$ cat config.mk
export PLATFORM = sky130hd
export DESIGN_NAME = ysyx_22040931_mem_arb
export DESIGN_NICKNAME = d
export VERILOG_FILES = /design/src/rtl/ysyx_22040931_mem_arb.sv
export SDC_FILE = /design/constraint.sdc
export NUM_CORES = 1
export LEC_CHECK = 0
export CORE_AREA = 4 4 171 173
export DETAILED_ROUTE_END_ITERATION = 12
export DIE_AREA = 0 0 175 177
export GPL_ROUTABILITY_DRIVEN = 0
export PLACE_DENSITY_LB_ADDON = 0.08
export SLEW_MARGIN = 20
export SYNTH_ARGS = -nofsm -noshare
export SYNTH_HDL_FRONTEND = slang
export SYNTH_SLANG_ARGS = --single-unit
$ cat constraint.sdc
create_clock -name clk -period 2.02 [get_ports clk]
set_clock_uncertainty 0.05 [all_clocks]
set_input_delay 0.404 -clock clk [delete_from_list [all_inputs] [get_ports clk]]
set_output_delay 0.404 -clock clk [all_outputs]
set_load 0.1 [all_outputs]
$ cat src/rtl/ysyx_22040931_mem_arb.sv
// Shares one memory port between instruction fetch and the load/store path.
// One transaction in flight at a time: grant in IDLE, present in ISSUE, collect in WAIT.
module ysyx_22040931_mem_arb #(
  parameter int unsigned ADDR_W     = 32,
  parameter int unsigned DATA_W     = 64,
  parameter int unsigned STARVE_MAX = 4,
  parameter logic [2:0]  IF_ROP     = 3'b010
) (
  input  logic              clk,
  input  logic              rst_n,
  input  logic              if_req_valid,
  input  logic [ADDR_W-1:0] if_req_addr,
  output logic              if_req_ready,
  output logic              if_resp_valid,
  output logic [DATA_W-1:0] if_resp_data,
  input  logic              lsu_req_valid,
  input  logic              lsu_req_wr,
  input  logic [ADDR_W-1:0] lsu_req_addr,
  input  logic [DATA_W-1:0] lsu_req_wdata,
  input  logic [2:0]        lsu_req_wop,
  input  logic [2:0]        lsu_req_rop,
  output logic              lsu_req_ready,
  output logic              lsu_resp_valid,
  output logic [DATA_W-1:0] lsu_resp_data,
  output logic              mem_req_valid,
  input  logic              mem_req_ready,
  output logic              mem_req_wr,
  output logic [ADDR_W-1:0] mem_req_addr,
  output logic [DATA_W-1:0] mem_req_wdata,
  output logic [2:0]        mem_req_wop,
  output logic [2:0]        mem_req_rop,
  input  logic              mem_resp_valid,
  input  logic [DATA_W-1:0] mem_resp_data,
  output logic              busy
);

  typedef enum logic [1:0] {StIdle, StIssue, StWait} state_e;

  state_e            state_q, state_d;
  logic [3:0]        starve_q, starve_d;
  logic              owner_lsu_q;
  logic              wr_q;
  logic [ADDR_W-1:0] addr_q;
  logic [DATA_W-1:0] wdata_q;
  logic [2:0]        wop_q, rop_q;
  logic              if_resp_valid_q, lsu_resp_valid_q;
  logic [DATA_W-1:0] if_resp_data_q, lsu_resp_data_q;
  logic              grant_if, grant_lsu, starved, resp_fire;

  assign starved   = (starve_q == 4'(STARVE_MAX));
  assign resp_fire = (state_q == StWait) && mem_resp_valid;

  // Ready is the grant itself; held low while reset is asserted so every output reads 0.
  always_comb begin
    grant_if  = 1'b0;
    grant_lsu = 1'b0;
    if (rst_n && (state_q == StIdle)) begin
      if (if_req_valid && (starved || !lsu_req_valid)) begin
        grant_if = 1'b1;
      end else if (lsu_req_valid) begin
        grant_lsu = 1'b1;
      end
    end
  end

  always_comb begin
    state_d  = state_q;
    starve_d = starve_q;
    unique case (state_q)
      StIdle: begin
        if (grant_if || grant_lsu) state_d = StIssue;
        if (grant_if || !if_req_valid) begin
          starve_d = 4'd0;
        end else if (grant_lsu && !starved) begin
          starve_d = starve_q + 4'd1;
        end
      end
      StIssue: if (mem_req_ready) state_d = StWait;
      // A response coincident with acceptance is ignored: only WAIT listens.
      StWait:  if (mem_resp_valid) state_d = StIdle;
      default: state_d = StIdle;
    endcase
  end

  always_ff @(posedge clk or negedge rst_n) begin
    if (!rst_n) begin
      state_q  <= StIdle;
      starve_q <= 4'd0;
    end else begin
      state_q  <= state_d;
      starve_q <= starve_d;
    end
  end

  always_ff @(posedge clk or negedge rst_n) begin
    if (!rst_n) begin
      owner_lsu_q      <= 1'b0;
      wr_q             <= 1'b0;
      addr_q           <= '0;
      wdata_q          <= '0;
      wop_q            <= 3'd0;
      rop_q            <= 3'd0;
      if_resp_valid_q  <= 1'b0;
      lsu_resp_valid_q <= 1'b0;
      if_resp_data_q   <= '0;
      lsu_resp_data_q  <= '0;
    end else begin
      if (grant_if) begin
        owner_lsu_q <= 1'b0;
        wr_q        <= 1'b0;
        addr_q      <= if_req_addr;
        wdata_q     <= '0;
        wop_q       <= 3'd0;
        rop_q       <= IF_ROP;
      end else if (grant_lsu) begin
        owner_lsu_q <= 1'b1;
        wr_q        <= lsu_req_wr;
        addr_q      <= lsu_req_addr;
        wdata_q     <= lsu_req_wdata;
        wop_q       <= lsu_req_wop;
        rop_q       <= lsu_req_rop;
      end
      if_resp_valid_q  <= resp_fire && !owner_lsu_q;
      lsu_resp_valid_q <= resp_fire && owner_lsu_q;
      if (resp_fire && !owner_lsu_q) if_resp_data_q <= mem_resp_data;
      if (resp_fire && owner_lsu_q) lsu_resp_data_q <= mem_resp_data;
    end
  end

  assign if_req_ready   = grant_if;
  assign lsu_req_ready  = grant_lsu;
  assign if_resp_valid  = if_resp_valid_q;
  assign if_resp_data   = if_resp_data_q;
  assign lsu_resp_valid = lsu_resp_valid_q;
  assign lsu_resp_data  = lsu_resp_data_q;
  assign mem_req_valid  = (state_q == StIssue);
  assign mem_req_wr     = wr_q;
  assign mem_req_addr   = addr_q;
  assign mem_req_wdata  = wdata_q;
  assign mem_req_wop    = wop_q;
  assign mem_req_rop    = rop_q;
  assign busy           = (state_q != StIdle);

endmodule
==> flow_summary.toml, run 1 <==
[setup_path]
worstPathMaxFanout = 3
regToRegSetupSlack_ns = 0.12
reg2reg_from = "state_q[0]"
arrival_ns = 1.69
cp_cell_sequence = "inv_2 -> ha_4 -> nand4b_4 -> o21ai_4 -> and2_4 -> buf_12"
r2r-end = "mem_req_addr[4]"
slowest_delay_ns = 0.39
slowest_stage = "dfrtp_1"
startpoint_type = "register"
end_kind = "output port"
required_ns = 1.57
ff2ff_path_depth = 5
critPathKind = "register to output port"

[outcome]
status = "finished with violations"
violations = "setup timing"

[timing]
max_clock_freq_mhz = 466
setup_viol = 2
fin_tns_setup_ns = -0.224
drv_slew = 0
hold_violations = 0
tightest_slew_ns = 0.867
period_minus_slack_ns = 2.15
relSlewSlack = 0.422
rsz0062_at_grt = "true"
fin_crit_sh = 1.06
fin_ws_ns = -0.127

[placement]
io_buffers = 441
dpl.hpwl_mm = 21.9

[layout]
area_growth_pct = 58.0
layout-drive-gt1-share = 0.384
nets = 1331
n_fill_cell = 2400

[grt]
overflow = 0
grt_max_degree = 132
grt_pass1_wl_mm = 46.2
grt_usage = 0.188
grt_antenna_before_repair = 1
grt_pass1_vias = 7631

[clocking]
clkSlewWorstSetupHoldPaths_ns = 0.05
cts_buffers = 28
root_buffer = "clkbuf_16"
insertion_delay_ns = 0.53
cts_tree = "built"
cts.sinks = 240
cts_max_level = 1
cts_buffer_depth = 3

[routing]
dr.first_iter.drc_count = 328
drc_errors = 0
route.met2.wl_mm = 14.9
drtPass1Iterations = 4
wl_met3_mm = 2.62
viasPerCell = 4.75
wl_mm = 30.4
antenna_left = 0
wl_met1_mm = 12.0
wl_per_cell_um = 20.0
vias = 7225
highest_layer = "met4"

[synthesis]
ys_types = 36
synth_area_mm2 = 0.00962
synthArstFlopShare = 1.00
netlist_top_cells_area = "dfrtp_1 (62%), mux2_2 (9.2%), a22o_1 (6.4%)"
syn-mean-instance-area_um2 = 14.6
ys_warn_count = 0
yosysTopAreaCell = "dfrtp_1"
netlist_instances = 659
syn_nets = 866
synth_commonest_cells = "dfrtp_1 (240), mux2_2 (79), a22o_1 (70), mux2_1 (49), inv_1 (40)"
synthFlopType = "dfrtp_1"
synth_top_area_share = 0.624
synthMostInstantiatedCell = "dfrtp_1"
ys_seq_area_frac = 0.624
synth_edf_count = 0
ys_ff_latch = 240

[floorplanning]
top_level_ports = 442
start_util = 0.348
die_height_um = 177
die-area_mm2 = 0.0310
core-area_mm2 = 0.0276
die_w_um = 175
num_rows = 61

[worst_hold_path]
hold_start = "rst_n"
hp-class = "primary input to register"
hold_end = "starve_q[0]"
holdPathStages = 4

[run]
maxCapViolCount = 0
[per-stage QoR]
stage               hold slack (ns)  std cells  setup slack [ns]  utilization  cell area, um2
finish                        0.211       1520            -0.127        0.550           15200
global route                  0.266       1520            -0.212        0.550           15200
CTS                           0.175       1515            -0.173        0.548           15100
detailed placement            0.426       1460           -0.0473        0.512           14100
global placement              0.420       1460           0.00145        0.512           14100
floorplan                    0.0584        659            0.0683            -            9620
[kinds of logic after synthesis]
logic type,count (synthesis),synth area share
flip-flops,240,0.624
multiplexers,129,0.151
AO/OA/AOI/OAI,115,0.102
buffers and inverters,89,0.0493
AND/OR/NAND/NOR,84,0.0710
adder cells (fa/ha/maj),2,0.00260
[area by class of cell]
| cell class | count | area, um2 | share of cell area |
|---|---|---|---|
| inverter | 40 | 150 | 0.00988 |
| clock buffer | 44 | 871 | 0.0573 |
| tap | 378 | 473 | 0.0311 |
| clock inverter | 3 | 28.8 | 0.00189 |
| multi-input combinational | 330 | 3200 | 0.211 |
| sequential | 240 | 6010 | 0.395 |
| timing repair buffer | 484 | 4460 | 0.293 |
| antenna | 1 | 2.50 | 0.000165 |
[how the worst max path moves through the flow]
stage / start / endpoint / slack, ns / cells past startpoint
after CTS: starve_q[1] / if_req_ready / -0.17 / 6
after global routing: starve_q[0] / if_req_ready / -0.21 / 6
after floorplan: starve_q[0] / if_req_ready / 0.07 / 6
final: starve_q[0] / if_req_ready / -0.13 / 6
after global placement: if_req_valid / mem_req_wdata[19] / 0.001 / 5
after detailed placement: if_req_valid / mem_req_wdata[19] / -0.05 / 5
[registers in the layout, summed over array words and instances (netlist names)]
register and count:
if_resp_data 64, lsu_resp_data 64, mem_req_wdata 64, mem_req_addr 32, starve_q 4, mem_req_rop 3
mem_req_wop 3, state_q 2, if_resp_valid 1, lsu_resp_valid 1, mem_req_wr 1, owner_lsu_q 1
[routing by layer]
layer  vias up  global-route usage
li1       3326                   -
met1      3554               0.231
met2       292               0.320
met3        53              0.0579
met4         0              0.0596
met5         -                   0
[layout by cell type (no fill, tap or decap), types with 2 or more instances in the layout]
master,Yosys,layout
a21oi_1,3,3
a221oi_1,32,32
a22o_1,70,70
buf_12,0,24
buf_4,14,253
buf_6,9,2
clkbuf_1,10,5
clkbuf_16,0,28
clkbuf_8,0,11
clkdlybuf4s50_1,0,203
dfrtp_1,240,238
dfrtp_2,0,2
inv_1,40,37
inv_2,0,3
mux2_1,49,49
mux2_2,79,79
nand3_1,2,2
nor2_1,32,32
nor2b_1,3,3
nor3b_4,1,2
nor4b_1,13,13
nor4b_2,20,20
o21ai_0,3,3
o21ai_4,0,2
o2bb2ai_1,3,3
[worst max-delay path: cells and delay by family (launching register included)]
kind	cells	cell delay (ns)
flip-flops	1	0.39
AND/OR/NAND/NOR	2	0.30
buffers and inverters	2	0.24
adder cells (fa/ha/maj)	1	0.14
AO/OA/AOI/OAI	1	0.09
[repair_timing]
action	in CTS	in global routing
gates resized for setup	9	6
setup endpoints to repair	3	4
pin swaps	3	3
hold buffers	1	0
setup buffers	7	5
endpoints found under the hold margin	135	0
Power of run 1 is not shown: default switching activity piles up to over one toggle a cycle in this logic, so the estimate is an artifact.
==> inputs of run 2 (changes only) <==
- CTS_CLUSTER_DIAMETER: default -> 150
- SLEW_MARGIN: 20 -> default
==> results of run 2 <==
The final DEF is identical to that of run 1; final timing and power are the same.
Power of run 2 is left out for the same reason.
==> inputs of run 3 (changes only) <==
- CORE_AREA: 4 4 171 173 -> 4 4 168 170
- DIE_AREA: 0 0 175 177 -> 0 0 172 174
- DONT_BUFFER_PORTS: default -> 1
==> run 3 against run 2 <==
The run ends with hold timing, setup timing left. Cell count shrank 16%. Worst setup slack lost 0.058 ns. Die area shrank 3.4%. First-iteration DRC count grew 17%. Via count shrank 8.1%. Register-to-register slack is essentially flat. Flip-flop and latch count is the same. Sequential share of layout area grew 5.8 points. Critical path depth is the same. Critical path type unchanged. Routed wire length shrank 5.8%. Count of clock-buffer cells in the layout shrank 5. Highest routed layer unchanged. Worst hold slack lost 0.69 ns.
==> flow_summary.toml, run 3 (synthesis gave the netlist of run 1 again) <==
[setup_path]
required_ns = 1.57
worstPathMaxFanout = 3
arrival_ns = 1.75
startpoint_type = "register"
end_kind = "output port"
critPathKind = "register to output port"

[timing]
setup_viol = 2
fin_crit_sh = 1.09
period_minus_slack_ns = 2.21
hold_violations = 240
max_clock_freq_mhz = 453
tightest_slew_ns = 0.986
relSlewSlack = 0.343
fin_ws_ns = -0.186
hold_ws_ns = -0.479
drv_slew = 0
rsz0062_at_grt = "true"

[grt]
grt_max_degree = 245
grt_pass1_wl_mm = 43.1
grt_usage = 0.181
overflow = 0
grt_antenna_before_repair = 1
grt_pass1_vias = 7273

[layout]
regArea_mm2 = 0.00601
area_growth_pct = 37.8
design_area_mm2 = 0.0133
nets = 1125
n_fill_cell = 2293
final_cell_mix = "dfrtp_1 (237), dlygate4sd3_1 (140), buf_4 (124)"
layout-drive-gt1-share = 0.313
finalNonFillerCells = 1279
final_common_cell = "dfrtp_1"
multi_input_area_mm2 = 0.00318

[floorplanning]
start_util = 0.360
core-area_mm2 = 0.0267
die_height_um = 174
num_rows = 60
top_level_ports = 442
die-area_mm2 = 0.0299
die_w_um = 172

[worst_hold_path]
hp-class = "primary input to asynchronous set/reset pin"

[placement]
dp.cells = 1082
dp_slack_ns = 0.00320
io_buffers = 0
post_dp_cell_area_mm2 = 0.0109
dpl.hpwl_mm = 19.9

[clocking]
clkSlewWorstSetupHoldPaths_ns = 0.06
cts.sinks = 240
cts_tree = "built"
insertion_delay_ns = 0.52
hold_buffers = 140
cts_buffer_depth = 3
cts_buffers = 27
root_buffer = "clkbuf_16"
cts_max_level = 1

[routing]
drtPass1Iterations = 4
drc_errors = 0
wl_per_cell_um = 22.4
vias = 6638
wl_mm = 28.6
dr.first_iter.drc_count = 385
antenna_left = 0
viasPerCell = 5.19

[outcome]
status = "finished with violations"
violations = "hold timing, setup timing"

[run]
maxCapViolCount = 0
## run 3: metal layers
metal	up-vias	share of wire	track usage
li1	2927	-	-
met2	313	0.51	0.321
met3	61	0.098	0.0621
met1	3337	0.36	0.200
met5	-	0	0
met4	0	0.034	0.0609
## run 3: critical path, cell delays in order, from the launching register on
cell and delay [ns]:
dfrtp_1 0.39, inv_1 0.08, ha_2 0.20, nand4b_4 0.12, o21ai_2 0.09, and2_4 0.17
buf_12 0.17
## run 3: cell type report
class                   count  area share
repair buffers            279       0.198
diodes                      1    0.000189
flip-flops and latches    240       0.453
inverters                  40      0.0113
well taps                 341      0.0322
clock buffers              39      0.0582
clock inverters             9     0.00736
multi-input cells         330       0.240
## run 3: metrics by stage
| step | util | TNS (ns) | hold slack, ns |
|---|---|---|---|
| after floorplan | - | 0 | 0.0584 |
| after global placement | 0.407 | 0 | 0.0651 |
| after detailed placement | 0.407 | 0 | 0.0663 |
| after CTS | 0.493 | -0.341 | -0.505 |
| after global routing | 0.496 | -0.486 | -0.511 |
| final | 0.496 | -0.340 | -0.479 |
## run 3: repair_timing
action | in CTS | in global routing
pin swaps | 3 | 4
resized for setup | 4 | 7
buffers inserted | 4 | 3
setup endpoints to repair | 5 | 68
hold endpoints to repair | 443 | 240
cloned | 0 | 1
## run 3: final timing paths
check,start,endpoint,slack (ns),cells past startpoint
hold / removal,rst_n,if_resp_data[44],-0.48,0
setup / recovery,starve_q[0],if_req_ready,-0.19,6
min in group clk,if_req_addr[9],mem_req_addr[9],0.03,2
setup reg to reg,state_q[0],if_resp_data[52],0.11,6
hold reg to reg,mem_req_wdata[41],mem_req_wdata[41],0.46,1
max in group asynchronous,rst_n,if_resp_data[24],2.01,0
Power of run 3 is left out for the same reason.
